<file path="src/rtl/nes_pkg.sv">
// Shared types and constants for the NES controller receiver.
// FSM encodings, button bit positions and the released-button word.
package nes_pkg;

  typedef logic [2:0] state_t;

  localparam state_t ST_IDLE  = 3'd0;
  localparam state_t ST_LATCH = 3'd1;
  localparam state_t ST_LOW   = 3'd2;
  localparam state_t ST_HIGH  = 3'd3;
  localparam state_t ST_DONE  = 3'd4;

  localparam int BTN_A      = 0;
  localparam int BTN_B      = 1;
  localparam int BTN_SELECT = 2;
  localparam int BTN_START  = 3;
  localparam int BTN_UP     = 4;
  localparam int BTN_DOWN   = 5;
  localparam int BTN_LEFT   = 6;
  localparam int BTN_RIGHT  = 7;

  localparam logic [7:0] BTN_RELEASED = 8'hFF;

endpackage

</file>
<file path="src/rtl/nes_sync.sv">
// Two-flop synchronizer for the asynchronous controller data line.
// Resets to 1 so an unread line looks like a released button.
module nes_sync (
  input  logic clk,
  input  logic reset_n,
  input  logic d,
  output logic q
);

  logic meta_q;
  logic sync_q;

  always_ff @(posedge clk or negedge reset_n) begin
    if (!reset_n) begin
      meta_q <= 1'b1;
      sync_q <= 1'b1;
    end else begin
      meta_q <= d;
      sync_q <= meta_q;
    end
  end

  assign q = sync_q;

endmodule

</file>
<file path="src/rtl/nes_receiver.sv">
// NES controller poller: latches, clocks out and registers the 8 active-low buttons.
// Build option NES_DEBOUNCE_EN: only accept a frame that matches the previous raw frame.
module nes_receiver
  import nes_pkg::*;
#(
  parameter int HALF_PERIOD = 12,
  parameter int POLL_PERIOD = 34667
) (
  input  logic       clk,
  input  logic       reset_n,
  input  logic       nes_data,
  output logic       nes_latch,
  output logic       nes_pulse,
  output logic [7:0] buttons,
  output logic       up,
  output logic       down,
  output logic       left,
  output logic       right,
  output logic       btn_valid
);

  localparam int POLL_W  = (POLL_PERIOD > 1) ? $clog2(POLL_PERIOD) : 1;
  localparam int PHASE_W = $clog2(2 * HALF_PERIOD);

  localparam logic [POLL_W-1:0]  POLL_LAST  = POLL_W'(POLL_PERIOD - 1);
  localparam logic [PHASE_W-1:0] LATCH_LAST = PHASE_W'(2 * HALF_PERIOD - 1);
  localparam logic [PHASE_W-1:0] HALF_LAST  = PHASE_W'(HALF_PERIOD - 1);

  logic data_sync;

  state_t              state_q,   state_d;
  logic [POLL_W-1:0]   poll_q,    poll_d;
  logic [PHASE_W-1:0]  phase_q,   phase_d;
  logic [2:0]          idx_q,     idx_d;
  logic [7:0]          shift_q,   shift_d;
  logic [7:0]          buttons_q, buttons_d;
  logic                latch_q,   latch_d;
  logic                pulse_q,   pulse_d;
  logic                valid_q,   valid_d;
`ifdef NES_DEBOUNCE_EN
  logic [7:0]          raw_q,     raw_d;
`endif

  nes_sync u_sync (
    .clk     (clk),
    .reset_n (reset_n),
    .d       (nes_data),
    .q       (data_sync)
  );

  always_comb begin
    poll_d    = (poll_q == POLL_LAST) ? '0 : poll_q + 1'b1;
    state_d   = state_q;
    phase_d   = phase_q;
    idx_d     = idx_q;
    shift_d   = shift_q;
    buttons_d = buttons_q;
    latch_d   = latch_q;
    pulse_d   = pulse_q;
    valid_d   = 1'b0;
`ifdef NES_DEBOUNCE_EN
    raw_d     = raw_q;
`endif

    case (state_q)
      // Frames only start from IDLE; a wrap seen mid-frame is simply dropped.
      ST_IDLE: begin
        if (poll_q == POLL_LAST) begin
          state_d = ST_LATCH;
          latch_d = 1'b1;
          phase_d = '0;
        end
      end

      ST_LATCH: begin
        if (phase_q == LATCH_LAST) begin
          state_d = ST_LOW;
          latch_d = 1'b0;
          phase_d = '0;
          idx_d   = 3'd0;
        end else begin
          phase_d = phase_q + 1'b1;
        end
      end

      // Sample at the end of the low half, long after the previous rising edge shifted the controller.
      ST_LOW: begin
        if (phase_q == HALF_LAST) begin
          shift_d[idx_q] = data_sync;
          state_d        = ST_HIGH;
          pulse_d        = 1'b1;
          phase_d        = '0;
        end else begin
          phase_d = phase_q + 1'b1;
        end
      end

      ST_HIGH: begin
        if (phase_q == HALF_LAST) begin
          pulse_d = 1'b0;
          phase_d = '0;
          if (idx_q == 3'd7) begin
            state_d = ST_DONE;
          end else begin
            idx_d   = idx_q + 3'd1;
            state_d = ST_LOW;
          end
        end else begin
          phase_d = phase_q + 1'b1;
        end
      end

      ST_DONE: begin
        state_d = ST_IDLE;
`ifdef NES_DEBOUNCE_EN
        raw_d = shift_q;
        if ((shift_q == raw_q) && (shift_q != buttons_q)) begin
          buttons_d = shift_q;
          valid_d   = 1'b1;
        end
`else
        buttons_d = shift_q;
        valid_d   = 1'b1;
`endif
      end

      default: begin
        state_d = ST_IDLE;
        latch_d = 1'b0;
        pulse_d = 1'b0;
      end
    endcase
  end

  always_ff @(posedge clk or negedge reset_n) begin
    if (!reset_n) begin
      state_q   <= ST_IDLE;
      poll_q    <= '0;
      phase_q   <= '0;
      idx_q     <= 3'd0;
      shift_q   <= BTN_RELEASED;
      buttons_q <= BTN_RELEASED;
      latch_q   <= 1'b0;
      pulse_q   <= 1'b0;
      valid_q   <= 1'b0;
`ifdef NES_DEBOUNCE_EN
      raw_q     <= BTN_RELEASED;
`endif
    end else begin
      state_q   <= state_d;
      poll_q    <= poll_d;
      phase_q   <= phase_d;
      idx_q     <= idx_d;
      shift_q   <= shift_d;
      buttons_q <= buttons_d;
      latch_q   <= latch_d;
      pulse_q   <= pulse_d;
      valid_q   <= valid_d;
`ifdef NES_DEBOUNCE_EN
      raw_q     <= raw_d;
`endif
    end
  end

  assign nes_latch = latch_q;
  assign nes_pulse = pulse_q;
  assign buttons   = buttons_q;
  assign btn_valid = valid_q;
  assign up        = buttons_q[BTN_UP];
  assign down      = buttons_q[BTN_DOWN];
  assign left      = buttons_q[BTN_LEFT];
  assign right     = buttons_q[BTN_RIGHT];

endmodule

</file>
<file path="config.mk">
export PLATFORM = sky130hd
export DESIGN_NAME = nes_receiver
export DESIGN_NICKNAME = d
export VERILOG_FILES = /design/src/rtl/nes_pkg.sv /design/src/rtl/nes_sync.sv /design/src/rtl/nes_receiver.sv
export SDC_FILE = /design/constraint.sdc
export NUM_CORES = 1
export LEC_CHECK = 0
export ABC_AREA = 0
export BUFFER_PORTS_ARGS = -buffer_cell sky130_fd_sc_hd__buf_2
export CAP_MARGIN = 5
export CELL_PAD_IN_SITES_DETAIL_PLACEMENT = 1
export CELL_PAD_IN_SITES_GLOBAL_PLACEMENT = 1
export CORE_MARGIN = 2
export CORE_UTILIZATION = 41
export CTS_BUF_LIST = sky130_fd_sc_hd__clkbuf_8
export CTS_CLUSTER_DIAMETER = 50
export DETAILED_ROUTE_END_ITERATION = 12
export GPL_ROUTABILITY_DRIVEN = 0
export HOLD_SLACK_MARGIN = 0.06
export PLACE_DENSITY_LB_ADDON = 0.08
export SLEW_MARGIN = 10
export SYNTH_ARGS = -nofsm -noshare
export SYNTH_HDL_FRONTEND = slang
export SYNTH_SLANG_ARGS = --single-unit
</file>
<file path="constraint.sdc">
create_clock -name clk -period 2.93 [get_ports clk]
set_input_delay 0.1465 -clock clk [delete_from_list [all_inputs] [get_ports clk]]
set_output_delay 0.1465 -clock clk [all_outputs]
set_load 0.02 [all_outputs]
</file>
==> metrics.csv <==
stage,metric,value,unit
outcome,status,"complete, no violations",
route,viasPerCell,5.435,
cts,cts_resized,0,
power,power.leakage,0.001178,uW
cts,worstSkewPairLatency,0.31,ns
timing,fin_crit,1.987,ns
global_route,top_usage_layer,met2,
logic_synthesis,syn_nets,206,
layout,diodes,0,
logic_synthesis,synthFlopType,dfrtp_1,
route,num_vias,1549,
setup_path,arrival,2.22,ns
placement,pre_cts_slack,0.9812,ns
layout,final_common_cell,dfrtp_1,
setup_path,cpPeakStageDelay,0.45,ns
cts,h-tree-depth,2,
timing,finalSetupViolCount,0,
route,drtIter0Drc,33,
logic_synthesis,async_reset_ff_share,100.0,%
power,ir_drop,0.1989,mV
timing,worst_slack,0.9429,ns
logic_synthesis,syn_inst,198,
setup_path,crit_fanout,8,
logic_synthesis,syn_avg_cell_area,11.77,sq um
setup_path,worstSetupPathType,flop to flop,
logic_synthesis,synth_warnings,0,
layout,layout-drive-gt1-share,30.99,%
timing,clock_skew,0.008311,ns
power,power,1264,uW
cts,cts-root-buf,clkbuf_8,
die,placementRows,27,
die,dieArea,6304,sq um
logic_synthesis,ys_ff_latch,48,
route,first_pass_iters,4,
power,powerDensity,488.7,nW/um^2
die,die_w,79.40,microns
global_route,grt-ovfl-total,0,
timing,worst_slew_pin_slew,1.019,ns
logic_synthesis,ys_seq_area_share,52.50,%
layout,most-common-layout-cells,"dfrtp_1, dfstp_2, buf_2, mux2_2",
timing,finalSetupTns,0,ns
layout,syn2layout_area_growth,10.95,%
cts,cts_max_path_buffers,2,
global_route,grt_util_met3,4.072,%
setup_path,required,3.16,ns
layout,nets,220,
global_route,grt_pass1_wl,7859,microns
placement,dp_hpwl,3239,microns
setup_path,cp-endpoint,shift_q[5],
setup_path,worstSetupEndpointType,flop,
cts,clock-sinks,48,
timing,max_freq,503.2,MHz
setup_path,r2r_cells,5,
timing,min_period_over_period,67.82,%
layout,fin_util,46.97,%
global_route,grt_max_degree,49,
setup_path,reg2reg_setup_slack,0.94,ns
timing,rsz0062_at_grt,false,
setup_path,r2r-start,phase_q[0],
global_route,met2_usage,27.03,%
timing,relSlewSlack,32.07,%
route,drt_wl_total,4614,microns
route,drcViolationCount,0,
cts,cts_tree,yes,
layout,nFillCells,590,
cts,clk_pin_slew,0.09,ns
logic_synthesis,synth_edf_count,0,
die,dieHeight,79.40,microns
global_route,grt_pass1_vias,1613,
die,io_pins,18,
cts,cts_buffers,5,
setup_path,cp_cell_sequence,"ha_1, and4bb_1, nand4_2, nor3b_1, mux2_1",
logic_synthesis,yosysUniqueCellTypes,46,
setup_path,rr_endpoint,shift_q[5],
worst_hold_path,hold_class,primary input to asynchronous set/reset pin,
timing,holdWs,0.007844,ns
setup_path,start_kind,flop,
route,ant_nets,0,
setup_path,cp_slowest_cell,and4bb_1,
global_route,antenna_found_initial,0,
global_route,use_met1,20.69,%
die,initial_utilization,42.33,%
die,core_area,5507,sq um
placement,numPortBuffers,17,
timing,hold_violations,0,
logic_synthesis,netlist_area,2331,sq um
route,wire_per_inst,16.19,microns
timing,report.final.slew_viol_count,0,
setup_path,startpoint,phase_q[0],
run,max-cap-violations,0,
global_route,grt_usage,16.27,%
## routing by layer
layer	vias up	part of all wire (%)	routed length, microns
met1	793	45	2087
met2	25	50	2304
met3	5	3.2	148
li1	726	-	-
met5	-	0	0
met4	0	1.6	74
## flip-flops by register name, summed over array words and instances, names as in the netlist
register / cells
idx_q: 3
state_q: 3
nes_pulse: 1
poll_q: 16
shift_q: 8
buttons: 8
u_sync.q: 1
phase_q: 5
nes_latch: 1
btn_valid: 1
u_sync.meta_q: 1
## power by group
group          switching, uW  internal (uW)  total [uW]
clock network            238            344         582
logic                   12.2           1.90        14.1
registers               1.82            666         668
total                    253           1010        1260
## worst max-delay path, delay by kind of cell (launching register included)
family,cells,cell delay [ns]
and+or+nand+nor,3,0.94
DFF,1,0.39
muxes,1,0.35
adders and majority gates,1,0.24
## cell type report
class                      instances  area, sq um  share of cell area (%)
clock inverter                     3        68.82                   2.661
tap                               72        90.09                   3.483
multi-input combinational        132         1010                   39.04
inverter                           6        22.52                  0.8708
timing repair buffer              19        102.6                   3.967
clock buffer                       5        68.82                   2.661
sequential                        48         1224                   47.31
## how the worst min path moves through the flow
stage | slack [ns] | cells after the start | start | to
3_3_place_gp | 0.26 | 1 | nes_data | u_sync.meta_q
3_5_place_dp | 0.26 | 1 | nes_data | u_sync.meta_q
6_report | 0.008 | 1 | reset_n | phase_q[3]
2_1_floorplan | -0.15 | 0 | reset_n | btn_valid
4_1_cts | 0.06 | 1 | reset_n | poll_q[1]
5_1_grt | 0.09 | 1 | reset_n | poll_q[1]
## repair_timing
item / in CTS / in global routing
hold buffers: 1 / 0
setup buffers: 0 / 0
endpoints found under the hold margin: 1 / 0
## cells in the mapped netlist (all sizes together) (6+ instances only)
cell type	number	area [sq um]
dfstp	18	473.0
nor2	15	56.30
nand3	6	30.03
mux2	20	225.2
nand4	6	43.79
xor2	7	61.31
inv	6	22.52
and3	6	37.54
buf	11	71.32
nand2	15	56.30
o21ai	7	38.79
dfrtp	30	750.7
xnor2	6	52.55
## metrics by stage
step | cell area, sq um | cells
floorplan | 2331 | 198
global placement | 2439 | 276
detailed placement | 2439 | 276
CTS | 2586 | 285
global route | 2586 | 285
finish | 2586 | 285
## cells by family after synthesis
group                    count (synthesis)  synth area share, %
AND/OR/NAND/NOR                         75                19.22
flip-flops                              48                52.50
multiplexers                            21                10.09
AO/OA/AOI/OAI                           18                6.442
buffers and inverters                   18                4.187
XOR/XNOR                                13                4.885
adder cells (fa/ha/maj)                  5                2.684
Power figures use the tool's default switching activity.
